## src/rtl/eprisc_mem_tester_pkg.sv

```systemverilog
// Shared types and helpers for the eprisc memory test engine.
// Holds the FSM state encoding, default seed, error-counter width and pattern function.
package eprisc_mem_pkg;

    typedef enum logic [2:0] {
        S_IDLE,
        S_WRITE,
        S_READ,
        S_DRAIN,
        S_DONE
    } state_e;

    localparam logic [31:0] SEED_DEFAULT = 32'h24413345;
    localparam int          ERR_W        = 16;
    localparam int          PAT_W        = 64;

    // Callers pass a zero-extended seed and address and keep the low DATA_WIDTH bits.
    function automatic logic [PAT_W-1:0] pattern_word(
        input logic [PAT_W-1:0] seed,
        input logic [PAT_W-1:0] addr,
        input logic             invert
    );
        logic [PAT_W-1:0] p;
        p = seed ^ addr;
        return invert ? ~p : p;
    endfunction

endpackage

```

## src/rtl/eprisc_mem_tester_if.sv

```systemverilog
// Single-port synchronous-read memory bus, driven by the tester from the master side.
interface eprisc_mem_tester_if #(
    parameter int ADDR_WIDTH = 12,
    parameter int DATA_WIDTH = 32
);
    logic [ADDR_WIDTH-1:0] oAddr;
    logic                  oWrite;
    logic [DATA_WIDTH-1:0] oData;
    logic [DATA_WIDTH-1:0] iData;

    modport master (
        output oAddr,
        output oWrite,
        output oData,
        input  iData
    );

    modport slave (
        input  oAddr,
        input  oWrite,
        input  oData,
        output iData
    );
endinterface

```

## src/rtl/eprisc_mem_tester_checker.sv

```systemverilog
// Read-back compare stage: one-deep expected/address register, first-fail capture
// and a saturating mismatch counter.
module eprisc_mem_checker
    import eprisc_mem_pkg::*;
#(
    parameter int ADDR_WIDTH = 12,
    parameter int DATA_WIDTH = 32
) (
    input  logic                  clk,
    input  logic                  rst_n,
    input  logic                  clear,
    input  logic                  check_valid,
    input  logic [DATA_WIDTH-1:0] check_exp,
    input  logic [ADDR_WIDTH-1:0] check_addr,
    input  logic [DATA_WIDTH-1:0] rd_data,
    output logic [ADDR_WIDTH-1:0] fail_addr,
    output logic [DATA_WIDTH-1:0] fail_exp,
    output logic [DATA_WIDTH-1:0] fail_got,
    output logic [ERR_W-1:0]      err_count,
    output logic [ERR_W-1:0]      err_count_next
);

    localparam logic [ERR_W-1:0] ERR_MAX = {ERR_W{1'b1}};
    localparam logic [ERR_W-1:0] ERR_ONE = {{(ERR_W-1){1'b0}}, 1'b1};

    logic                  cmp_valid_q, cmp_valid_d;
    logic [DATA_WIDTH-1:0] cmp_exp_q,   cmp_exp_d;
    logic [ADDR_WIDTH-1:0] cmp_addr_q,  cmp_addr_d;
    logic [ADDR_WIDTH-1:0] fail_addr_q, fail_addr_d;
    logic [DATA_WIDTH-1:0] fail_exp_q,  fail_exp_d;
    logic [DATA_WIDTH-1:0] fail_got_q,  fail_got_d;
    logic [ERR_W-1:0]      err_q,       err_d;
    logic                  mismatch;

    // The counter never returns to zero once it has counted, so zero means "no failure seen yet".
    always_comb begin
        mismatch    = cmp_valid_q && (rd_data != cmp_exp_q);
        cmp_valid_d = check_valid;
        cmp_exp_d   = check_exp;
        cmp_addr_d  = check_addr;
        fail_addr_d = fail_addr_q;
        fail_exp_d  = fail_exp_q;
        fail_got_d  = fail_got_q;
        err_d       = err_q;

        if (clear) begin
            cmp_valid_d = 1'b0;
            fail_addr_d = '0;
            fail_exp_d  = '0;
            fail_got_d  = '0;
            err_d       = '0;
        end else if (mismatch) begin
            if (err_q == '0) begin
                fail_addr_d = cmp_addr_q;
                fail_exp_d  = cmp_exp_q;
                fail_got_d  = rd_data;
            end
            if (err_q != ERR_MAX) begin
                err_d = err_q + ERR_ONE;
            end
        end
    end

    always_ff @(posedge clk or negedge rst_n) begin
        if (!rst_n) begin
            cmp_valid_q <= 1'b0;
            cmp_exp_q   <= '0;
            cmp_addr_q  <= '0;
            fail_addr_q <= '0;
            fail_exp_q  <= '0;
            fail_got_q  <= '0;
            err_q       <= '0;
        end else begin
            cmp_valid_q <= cmp_valid_d;
            cmp_exp_q   <= cmp_exp_d;
            cmp_addr_q  <= cmp_addr_d;
            fail_addr_q <= fail_addr_d;
            fail_exp_q  <= fail_exp_d;
            fail_got_q  <= fail_got_d;
            err_q       <= err_d;
        end
    end

    assign fail_addr      = fail_addr_q;
    assign fail_exp       = fail_exp_q;
    assign fail_got       = fail_got_q;
    assign err_count      = err_q;
    assign err_count_next = err_d;

endmodule

```

## src/rtl/eprisc_mem_tester.sv

```systemverilog
// Memory test engine: writes a seed^address pattern over a window, reads it back and
// compares, then repeats with the inverted pattern and reports pass/fail status.
module eprisc_mem_tester
    import eprisc_mem_pkg::*;
#(
    parameter int          ADDR_WIDTH = 12,
    parameter int          DATA_WIDTH = 32,
    parameter logic [31:0] SEED       = SEED_DEFAULT
) (
    input  logic                  iClk,
    input  logic                  iReset_n,
    input  logic                  iStart,
    input  logic [ADDR_WIDTH-1:0] iBase,
    input  logic [ADDR_WIDTH:0]   iCount,
    eprisc_mem_tester_if.master   mem,
    output logic                  oBusy,
    output logic                  oDone,
    output logic                  oPass,
    output logic [ADDR_WIDTH-1:0] oFailAddr,
    output logic [DATA_WIDTH-1:0] oFailExp,
    output logic [DATA_WIDTH-1:0] oFailGot,
    output logic [ERR_W-1:0]      oErrCount
);

    localparam logic [ADDR_WIDTH:0]   FULL_COUNT = {1'b1, {ADDR_WIDTH{1'b0}}};
    localparam logic [ADDR_WIDTH:0]   IDX_ONE    = {{ADDR_WIDTH{1'b0}}, 1'b1};
    localparam logic [ADDR_WIDTH-1:0] ADDR_ONE   = {{(ADDR_WIDTH-1){1'b0}}, 1'b1};

    function automatic logic [DATA_WIDTH-1:0] pat(
        input logic [ADDR_WIDTH-1:0] a,
        input logic                  inv
    );
        logic [PAT_W-1:0] full;
        full = pattern_word(PAT_W'(SEED), PAT_W'(a), inv);
        return full[DATA_WIDTH-1:0];
    endfunction

    state_e                state_q, state_d;
    logic [ADDR_WIDTH-1:0] addr_q,  addr_d;
    logic                  write_q, write_d;
    logic [DATA_WIDTH-1:0] data_q,  data_d;
    logic [ADDR_WIDTH-1:0] base_q,  base_d;
    logic [ADDR_WIDTH:0]   count_q, count_d;
    logic [ADDR_WIDTH:0]   idx_q,   idx_d;
    logic                  phase_q, phase_d;
    logic                  busy_q,  busy_d;
    logic                  done_q,  done_d;
    logic                  pass_q,  pass_d;

    logic                  start_ok;
    logic                  last_idx;
    logic [ADDR_WIDTH:0]   count_clamped;
    logic [ADDR_WIDTH-1:0] next_addr;
    logic                  check_valid;
    logic [DATA_WIDTH-1:0] check_exp;
    logic [ERR_W-1:0]      err_next;

    assign start_ok      = iStart && ((state_q == S_IDLE) || (state_q == S_DONE));
    assign count_clamped = (iCount > FULL_COUNT) ? FULL_COUNT : iCount;
    assign last_idx      = (idx_q == (count_q - IDX_ONE));
    assign next_addr     = addr_q + ADDR_ONE;
    assign check_valid   = (state_q == S_READ);
    assign check_exp     = pat(addr_q, phase_q);

    // Address register simply increments, so the window wraps modulo 2^ADDR_WIDTH by itself.
    always_comb begin
        state_d = state_q;
        addr_d  = addr_q;
        write_d = write_q;
        data_d  = data_q;
        base_d  = base_q;
        count_d = count_q;
        idx_d   = idx_q;
        phase_d = phase_q;
        busy_d  = busy_q;
        done_d  = done_q;
        pass_d  = pass_q;

        case (state_q)
            S_IDLE, S_DONE: begin
                if (start_ok) begin
                    base_d  = iBase;
                    count_d = count_clamped;
                    idx_d   = '0;
                    phase_d = 1'b0;
                    done_d  = 1'b0;
                    pass_d  = 1'b0;
                    if (count_clamped == '0) begin
                        state_d = S_DONE;
                        done_d  = 1'b1;
                        pass_d  = 1'b1;
                    end else begin
                        state_d = S_WRITE;
                        busy_d  = 1'b1;
                        addr_d  = iBase;
                        write_d = 1'b1;
                        data_d  = pat(iBase, 1'b0);
                    end
                end
            end
            S_WRITE: begin
                if (last_idx) begin
                    state_d = S_READ;
                    idx_d   = '0;
                    addr_d  = base_q;
                    write_d = 1'b0;
                end else begin
                    idx_d  = idx_q + IDX_ONE;
                    addr_d = next_addr;
                    data_d = pat(next_addr, phase_q);
                end
            end
            S_READ: begin
                if (last_idx) begin
                    state_d = S_DRAIN;
                end else begin
                    idx_d  = idx_q + IDX_ONE;
                    addr_d = next_addr;
                end
            end
            S_DRAIN: begin
                if (!phase_q) begin
                    state_d = S_WRITE;
                    phase_d = 1'b1;
                    idx_d   = '0;
                    addr_d  = base_q;
                    write_d = 1'b1;
                    data_d  = pat(base_q, 1'b1);
                end else begin
                    state_d = S_DONE;
                    busy_d  = 1'b0;
                    done_d  = 1'b1;
                    pass_d  = (err_next == '0);
                end
            end
            default: begin
                state_d = S_IDLE;
                write_d = 1'b0;
                busy_d  = 1'b0;
            end
        endcase
    end

    always_ff @(posedge iClk or negedge iReset_n) begin
        if (!iReset_n) begin
            state_q <= S_IDLE;
            addr_q  <= '0;
            write_q <= 1'b0;
            data_q  <= '0;
            base_q  <= '0;
            count_q <= '0;
            idx_q   <= '0;
            phase_q <= 1'b0;
            busy_q  <= 1'b0;
            done_q  <= 1'b0;
            pass_q  <= 1'b0;
        end else begin
            state_q <= state_d;
            addr_q  <= addr_d;
            write_q <= write_d;
            data_q  <= data_d;
            base_q  <= base_d;
            count_q <= count_d;
            idx_q   <= idx_d;
            phase_q <= phase_d;
            busy_q  <= busy_d;
            done_q  <= done_d;
            pass_q  <= pass_d;
        end
    end

    eprisc_mem_checker #(
        .ADDR_WIDTH (ADDR_WIDTH),
        .DATA_WIDTH (DATA_WIDTH)
    ) u_checker (
        .clk            (iClk),
        .rst_n          (iReset_n),
        .clear          (start_ok),
        .check_valid    (check_valid),
        .check_exp      (check_exp),
        .check_addr     (addr_q),
        .rd_data        (mem.iData),
        .fail_addr      (oFailAddr),
        .fail_exp       (oFailExp),
        .fail_got       (oFailGot),
        .err_count      (oErrCount),
        .err_count_next (err_next)
    );

    assign mem.oAddr  = addr_q;
    assign mem.oWrite = write_q;
    assign mem.oData  = data_q;
    assign oBusy      = busy_q;
    assign oDone      = done_q;
    assign oPass      = pass_q;

endmodule

```

## src/flat_wrapper.sv

```systemverilog
// flat-port wrapper written by rule: the top's interface ports become plain ports
module eprisc_mem_tester_flat import eprisc_mem_pkg::*;
#(
    parameter int          ADDR_WIDTH = 12,
    parameter int          DATA_WIDTH = 32,
    parameter logic [31:0] SEED       = SEED_DEFAULT
)
  (iClk, iReset_n, iStart, iBase, iCount, oBusy, oDone, oPass, oFailAddr, oFailExp, oFailGot, oErrCount, mem_oAddr, mem_oWrite, mem_oData, mem_iData);
  eprisc_mem_tester_if #(.ADDR_WIDTH(ADDR_WIDTH), .DATA_WIDTH(DATA_WIDTH)) mem_i ();
  input  logic iClk;
  input  logic iReset_n;
  input  logic iStart;
  input  logic [ADDR_WIDTH-1:0] iBase;
  input  logic [ADDR_WIDTH:0] iCount;
  output logic oBusy;
  output logic oDone;
  output logic oPass;
  output logic [ADDR_WIDTH-1:0] oFailAddr;
  output logic [DATA_WIDTH-1:0] oFailExp;
  output logic [DATA_WIDTH-1:0] oFailGot;
  output logic [ERR_W-1:0] oErrCount;
  output wire logic [$bits(mem_i.oAddr)-1:0] mem_oAddr;
  output wire logic [$bits(mem_i.oWrite)-1:0] mem_oWrite;
  output wire logic [$bits(mem_i.oData)-1:0] mem_oData;
  input wire logic [$bits(mem_i.iData)-1:0] mem_iData;
  assign mem_oAddr = mem_i.oAddr;
  assign mem_oWrite = mem_i.oWrite;
  assign mem_oData = mem_i.oData;
  assign mem_i.iData = mem_iData;
  eprisc_mem_tester #(.ADDR_WIDTH(ADDR_WIDTH), .DATA_WIDTH(DATA_WIDTH), .SEED(SEED)) u_core (.iClk(iClk), .iReset_n(iReset_n), .iStart(iStart), .iBase(iBase), .iCount(iCount), .mem(mem_i), .oBusy(oBusy), .oDone(oDone), .oPass(oPass), .oFailAddr(oFailAddr), .oFailExp(oFailExp), .oFailGot(oFailGot), .oErrCount(oErrCount));
endmodule
```

## config.mk

```make
export PLATFORM = sky130hd
export DESIGN_NAME = eprisc_mem_tester_flat
export DESIGN_NICKNAME = d
export VERILOG_FILES = /design/src/rtl/eprisc_mem_tester_pkg.sv /design/src/rtl/eprisc_mem_tester_if.sv /design/src/rtl/eprisc_mem_tester_checker.sv /design/src/rtl/eprisc_mem_tester.sv /design/src/flat_wrapper.sv
export SDC_FILE = /design/constraint.sdc
export NUM_CORES = 1
export LEC_CHECK = 0
export CORE_ASPECT_RATIO = 0.9
export CORE_MARGIN = 3
export CORE_UTILIZATION = 45
export DETAILED_ROUTE_END_ITERATION = 6
export PLACE_DENSITY = 0.83
export SYNTH_ARGS = -nofsm -noshare
export SYNTH_HDL_FRONTEND = slang
export SYNTH_HIERARCHICAL = 1
export SYNTH_SLANG_ARGS = --single-unit
```

## constraint.sdc

```tcl
create_clock -name iClk -period 3.2 [get_ports iClk]
set_input_delay 0.64 -clock iClk [delete_from_list [all_inputs] [get_ports iClk]]
set_output_delay 0.64 -clock iClk [all_outputs]
set_load 0.03 [all_outputs]
```

==> results of run 1 <==
state kept, by name, indices dropped and copies added (netlist names):
register	flops
u_core/u_checker/cmp_exp_q	32
u_core/oBusy	1
u_core/u_checker/err_count	16
u_core/count_q	13
u_core/u_checker/fail_exp	32
u_core/base_q	12
u_core/mem.oData	14
u_core/u_checker/cmp_addr_q	12
u_core/u_checker/fail_got	32
u_core/mem.oAddr	12
u_core/phase_q	1
u_core/oPass	1
u_core/oDone	1
u_core/state_q	3
u_core/u_checker/cmp_valid_q	1
u_core/idx_q	13
u_core/mem.oWrite	1
u_core/u_checker/fail_addr	12
stage by stage:
stage	hold slack [ps]	setup TNS, ps	total power, uW	util	worst slack (ps)
floorplan	344	0	6580	-	307
global placement	470	-319	8000	0.574	-319
detailed placement	475	-345	8130	0.574	-345
CTS	198	0	11000	0.610	13.7
global route	205	-3.92	11500	0.613	-3.92
finish	166	0	11000	0.613	107
timing repair:
action,in CTS,in global routing
hold buffers,0,0
setup endpoints to repair,0,19
buffers inserted,0,1
resized for setup,0,7
cell type report:
cell class / instances / area (um2)
Antenna cell: 1 / 2.50
Tap cell: 297 / 372
Timing Repair Buffer: 268 / 2610
Sequential cell: 209 / 5230
Fill cell: 1790 / 8740
Clock buffer: 28 / 624
Multi-Input combinational cell: 715 / 4730
Inverter: 23 / 87.6
Clock inverter: 12 / 175
Yosys cell counts, types with 3 or more instances:
| library cell | count |
|---|---|
| a21oi_1 | 35 |
| o211ai_1 | 14 |
| o311ai_0 | 4 |
| nor2_1 | 144 |
| nand4_1 | 11 |
| o31ai_1 | 11 |
| a22oi_1 | 3 |
| buf_1 | 3 |
| a211oi_1 | 4 |
| buf_2 | 11 |
| nand3_1 | 25 |
| or2_2 | 5 |
| o21ai_0 | 22 |
| dfrtp_1 | 209 |
| buf_4 | 24 |
| nor3_1 | 8 |
| nor2b_1 | 12 |
| nand2b_1 | 11 |
| o21ai_1 | 3 |
| o22ai_1 | 10 |
| xor2_1 | 63 |
| mux2_2 | 11 |
| mux2i_1 | 85 |
| o41ai_1 | 3 |
| buf_6 | 3 |
| a2bb2oi_1 | 3 |
| a22o_1 | 15 |
| inv_1 | 23 |
| ha_1 | 5 |
| nor3b_1 | 4 |
| clkbuf_1 | 32 |
| nand2_1 | 86 |
| or3_1 | 3 |
| or4_1 | 8 |
| nor4_1 | 25 |
| a31oi_1 | 3 |
| and3_1 | 8 |
| xnor2_1 | 27 |
report_power, final:
| group | total (uW) | switching [uW] | internal [uW] |
|---|---|---|---|
| combinational | 4270 | 2410 | 1860 |
| clock | 2780 | 1070 | 1710 |
| sequential | 3930 | 670 | 3260 |
| total | 11000 | 4150 | 6830 |
kinds of logic after synthesis:
logic type	Yosys count	share of synthesized area
xor+xnor	90	0.0759
mux	97	0.0950
buf+inv	96	0.0469
fa+ha+maj	5	0.00603
simple gates	372	0.173
compound gates	150	0.0997
flops	209	0.504
worst max-delay path by stage:
| stage | endpoint | slack (ps) | cells after the start |
|---|---|---|---|
| after floorplan | u_core/idx_q[9]$_DFFE_PN0P_ | 310 | 9 |
| after global placement | u_core/oPass$_DFFE_PN0P_ | -320 | 13 |
| after detailed placement | u_core/oPass$_DFFE_PN0P_ | -350 | 14 |
| after CTS | u_core/mem.oData[3]$_DFFE_PN0P_ | 10 | 13 |
| after global routing | u_core/mem.oData[3]$_DFFE_PN0P_ | -4 | 13 |
| final | u_core/mem.oAddr[1]$_DFFE_PN0P_ | 110 | 8 |
metal layers:
layer  wire, um  track usage
met5          0            0
met4        790       0.0649
met3       2220       0.0388
met2      14400        0.388
met1      13100        0.327
worst max-delay path, stage by stage, from the launching register on:
cell      delay, ps
dfrtp_1         400
or4_4           570
or2_0           220
or4_1           490
a21boi_4        200
or4_4           590
nand2_4         160
nor2_1           70
a32o_1          260
==> reports/results.ini, run 1 <==
[grt]
antenna_found_initial = 1
grt_max_degree = 81
track_usage = 0.236
grt_pass1_vias = 8675
grt.overflow.total = 0
grt_pass1_wl_um = 47800

[timing]
rsz0062_at_grt = yes
final.min_clock_period_ps = 3090
period_share = 0.967
tightest_slew_ps = 902
slew_headroom = 0.399
hold_viol = 0
finClkSkew_ps = 18.2
report.final.slew_viol_count = 0
fmax_mhz = 323
finalSetupViolations = 0

[cts]
insertion_delay_ps = 510
h-tree-depth = 1
root_buffer = clkbuf_16
numCtsBuffers = 23
clock_path_buffers = 3
clock_sinks = 209
clk_pin_slew_ps = 60
cts_tree = done

[synthesis]
yosys_warnings = 6
netlist.area_leader.share = 0.504
synth_nets = 1084
syn_area_per_cell_um2 = 10.2
syn_area_mm2 = 0.0104
syn_inst = 1019
synth_top_area_cell = dfrtp_1
yosysUniqueCellTypes = 69
seq_area_frac_synth = 0.504
ys_top_cells_by_area = dfrtp_1 (50%), mux2i_1 (8.2%), xor2_1 (5.3%), nor2_1 (5.2%), nand2_1 (3.1%)
synth_edf_count = 0
async_reset_ff_frac = 1.00
synth-main-ff-cell = dfrtp_1
ys_seq_elements = 209

[die]
pin_count = 200
die_h_um = 150
start_util = 0.460
die_w_um = 166
dieArea_mm2 = 0.0249
coreArea_mm2 = 0.0226
rows = 52

[setup_path]
crit_type = reg -> reg
worstPathArrival_ps = 3480
reg2regPathDepth = 8
end_kind = flip-flop
critical_path_required_ps = 3590
path_max_fanout = 9
critPathLaunch = u_core/count_q[1]$_DFFE_PN0P_
r2r-end = u_core/mem.oAddr[1]$_DFFE_PN0P_
rrSetupSlack_ps = 110
startpoint_type = flip-flop
reg2reg_from = u_core/count_q[1]$_DFFE_PN0P_

[power_and_ir_drop]
pwr_density_cell_mw_per_mm2 = 794
power.leakage_uw = 0.00670
ir_drop_v = 0.000490

[route]
vias = 8706
post_drt_via_cell_ratio = 5.61
drtIter0Drc = 921
avgRoutedWirePerCell_um = 19.6
drc = 0
routed_wirelength_um = 30400
drtAntennaViolNets = 0
firstDrtPassIters = 7

[place]
placed_cell_area_mm2 = 0.0130
gp_congestion = 0.897
placedCellCount = 1510
portBuffers = 199
hpwl_um = 21800

[finish]
final_area_mm2 = 0.0138
final_cell_mix = dfrtp_1 (209), clkdlybuf4s50_1 (198), nor2_1 (144), nand2_1 (86), mux2i_1 (85)
layout-area-overhead-vs-synth_pct = 33.3
final_cells = 1553
layout.nets = 1305
layout_commonest_cell = dfrtp_1
drive_above_1_share = 0.119

[flow_run]
maxCapViolations = 0

[hold_path]
hp-class = in -> async

[outcome]
run_status = finished, final reports clean

No activity file was read; power rests on OpenSTA's default activity.
==> run 2: changes to the inputs <==
- SKIP_CTS_REPAIR_TIMING: unset -> 1
==> results of run 2 <==
No change in the layout: final DEF, timing and power equal those of run 1.
==> run 3: changes to the inputs <==
- CORE_UTILIZATION: 45 -> 53
- PLACE_DENSITY: 0.83 -> 0.93
==> run 3 against run 2 <==
Maximum frequency fell by 1.5%. Final cell count fell by 4.6%. Routed wire length fell by 1.8%. Largest cell class unchanged.
==> reports/results.ini, run 3 (synthesis results as in run 1) <==
[cts]
clock_path_buffers = 3  ; unchanged
cts_tree = done
clk_pin_slew_ps = 60  ; about the same
insertion_delay_ps = 510  ; about the same
numCtsBuffers = 22  ; -4.3%
clock_sinks = 209  ; unchanged
root_buffer = clkbuf_16
h-tree-depth = 1  ; unchanged

[route]
post_drt_via_cell_ratio = 6.00  ; +7.1%
firstDrtPassIters = 6  ; -1
drtAntennaViolNets = 0  ; unchanged
drc = 0  ; unchanged
drtIter0Drc = 1073  ; +17%
avgRoutedWirePerCell_um = 20.1  ; +2.9%
vias = 8896  ; +2.2%
routed_wirelength_um = 29900  ; -1.8%

[setup_path]
startpoint_type = flip-flop
path_max_fanout = 9  ; unchanged
end_kind = flip-flop
crit_type = reg -> reg
critical_path_required_ps = 3580  ; about the same
worstPathArrival_ps = 3520  ; +40 ps

[die]
start_util = 0.552  ; +0.0918
die_h_um = 139  ; -7.5%
coreArea_mm2 = 0.0188  ; -17%
dieArea_mm2 = 0.0213  ; -15%
pin_count = 200  ; unchanged
die_w_um = 154  ; -7.6%
rows = 47  ; -9.6%

[finish]
layout-area-overhead-vs-synth_pct = 30.1
n_antenna_cell = 0  ; -1
drive_above_1_share = 0.100  ; -0.0185
final_cell_mix = dfrtp_1 (209), clkdlybuf4s50_1 (198), nor2_1 (144), nand2_1 (86), mux2i_1 (85)
layout_commonest_cell = dfrtp_1
layout.nets = 1289  ; -1.2%
fin_util = 0.718  ; +0.105

[outcome]
run_status = finished, final reports clean

[hold_path]
hp-class = in -> async

[timing]
hold_viol = 0  ; unchanged
fmax_mhz = 318  ; -1.5%
finClkSkew_ps = 16.6  ; -1.59 ps
period_share = 0.981  ; +0.0146
tightest_slew_ps = 837  ; -64.9 ps
slew_headroom = 0.442  ; +0.0432
setup_tns_ps = 0  ; unchanged
final.min_clock_period_ps = 3140  ; +46.7 ps
finalSetupViolations = 0  ; unchanged
report.final.slew_viol_count = 0  ; unchanged

[grt]
grt.overflow.total = 0  ; unchanged
antenna_found_initial = 0  ; -1
grt_pass1_vias = 8712  ; +0.43%
grt_pass1_wl_um = 47800  ; about the same
grt_max_degree = 76  ; -6.2%
track_usage = 0.272  ; +0.0363

[place]
portBuffers = 199  ; unchanged
gp_congestion = 0.937  ; +4.4%
hpwl_um = 20600  ; -5.7%

[power_and_ir_drop]
ir_drop_v = 0.000477  ; -2.8%
pwr_density_cell_mw_per_mm2 = 791  ; -0.26%
power.leakage_uw = 0.00657  ; -1.9%

[flow_run]
maxCapViolations = 0  ; unchanged

## run 3: critical path, stage by stage (launching register included)
cell	delay, ps
dfrtp_1	400
or4_4	570
or2_0	270
or4_4	500
a21boi_4	200
or4_4	630
nand2_8	140
nor2_1	60
a32o_1	260
## run 3: layout make-up
| cell class | count | area [um2] |
|---|---|---|
| Multi-Input combinational cell | 716 | 4720 |
| Clock buffer | 31 | 624 |
| Inverter | 23 | 87.6 |
| Timing Repair Buffer | 252 | 2450 |
| Fill cell | 1271 | 5320 |
| Clock inverter | 6 | 91.3 |
| Sequential cell | 209 | 5230 |
| Tap cell | 245 | 307 |
## run 3: power breakdown
group | total [uW] | switching (uW) | leakage [uW] | internal (uW)
registers | 3930 | 670 | 0.00273 | 3260
clock network | 2540 | 1020 | 0.000353 | 1520
logic | 4220 | 2390 | 0.00349 | 1830
total | 10700 | 4080 | 0.00657 | 6610
## run 3: metrics by stage
step	worst slack [ps]	cell area (um2)	hold WS (ps)	total power, uW	instances
5_1_grt	-37.0	13500	180	11200	1482
3_3_place_gp	-247	12700	469	7890	1441
2_1_floorplan	307	10400	344	6580	1019
3_5_place_dp	-353	12700	477	8050	1441
6_report	60.2	13500	141	10700	1482
4_1_cts	-7.22	13400	157	10700	1478
## run 3: path summary, 6_finish.rpt
| kind | from | to | slack [ps] | cells past startpoint |
|---|---|---|---|---|
| setup / recovery | u_core/count_q[1]$_DFFE_PN0P_ | u_core/mem.oAddr[1]$_DFFE_PN0P_ | 60 | 8 |
| hold / removal | iReset_n | u_core/u_checker/cmp_addr_q[5]$_DFF_PN0_ | 140 | 1 |
| setup reg to reg | u_core/count_q[1]$_DFFE_PN0P_ | u_core/mem.oAddr[1]$_DFFE_PN0P_ | 60 | 8 |
| hold reg to reg | u_core/u_checker/cmp_addr_q[2]$_DFF_PN0_ | u_core/u_checker/fail_addr[2]$_DFFE_PN0P_ | 490 | 2 |
| max in group asynchronous | iReset_n | u_core/u_checker/err_count[7]$_DFF_PN0_ | 2250 | 2 |
| min in group iClk | u_core/u_checker/cmp_addr_q[2]$_DFF_PN0_ | u_core/u_checker/fail_addr[2]$_DFFE_PN0P_ | 490 | 2 |
## run 3: layer usage
metal	vias to the layer above	global-route usage	wire, um
li1	3937	-	-
met3	98	0.0446	2420
met1	4334	0.381	12200
met2	527	0.446	14300
met5	-	0	0
met4	0	0.0683	1010
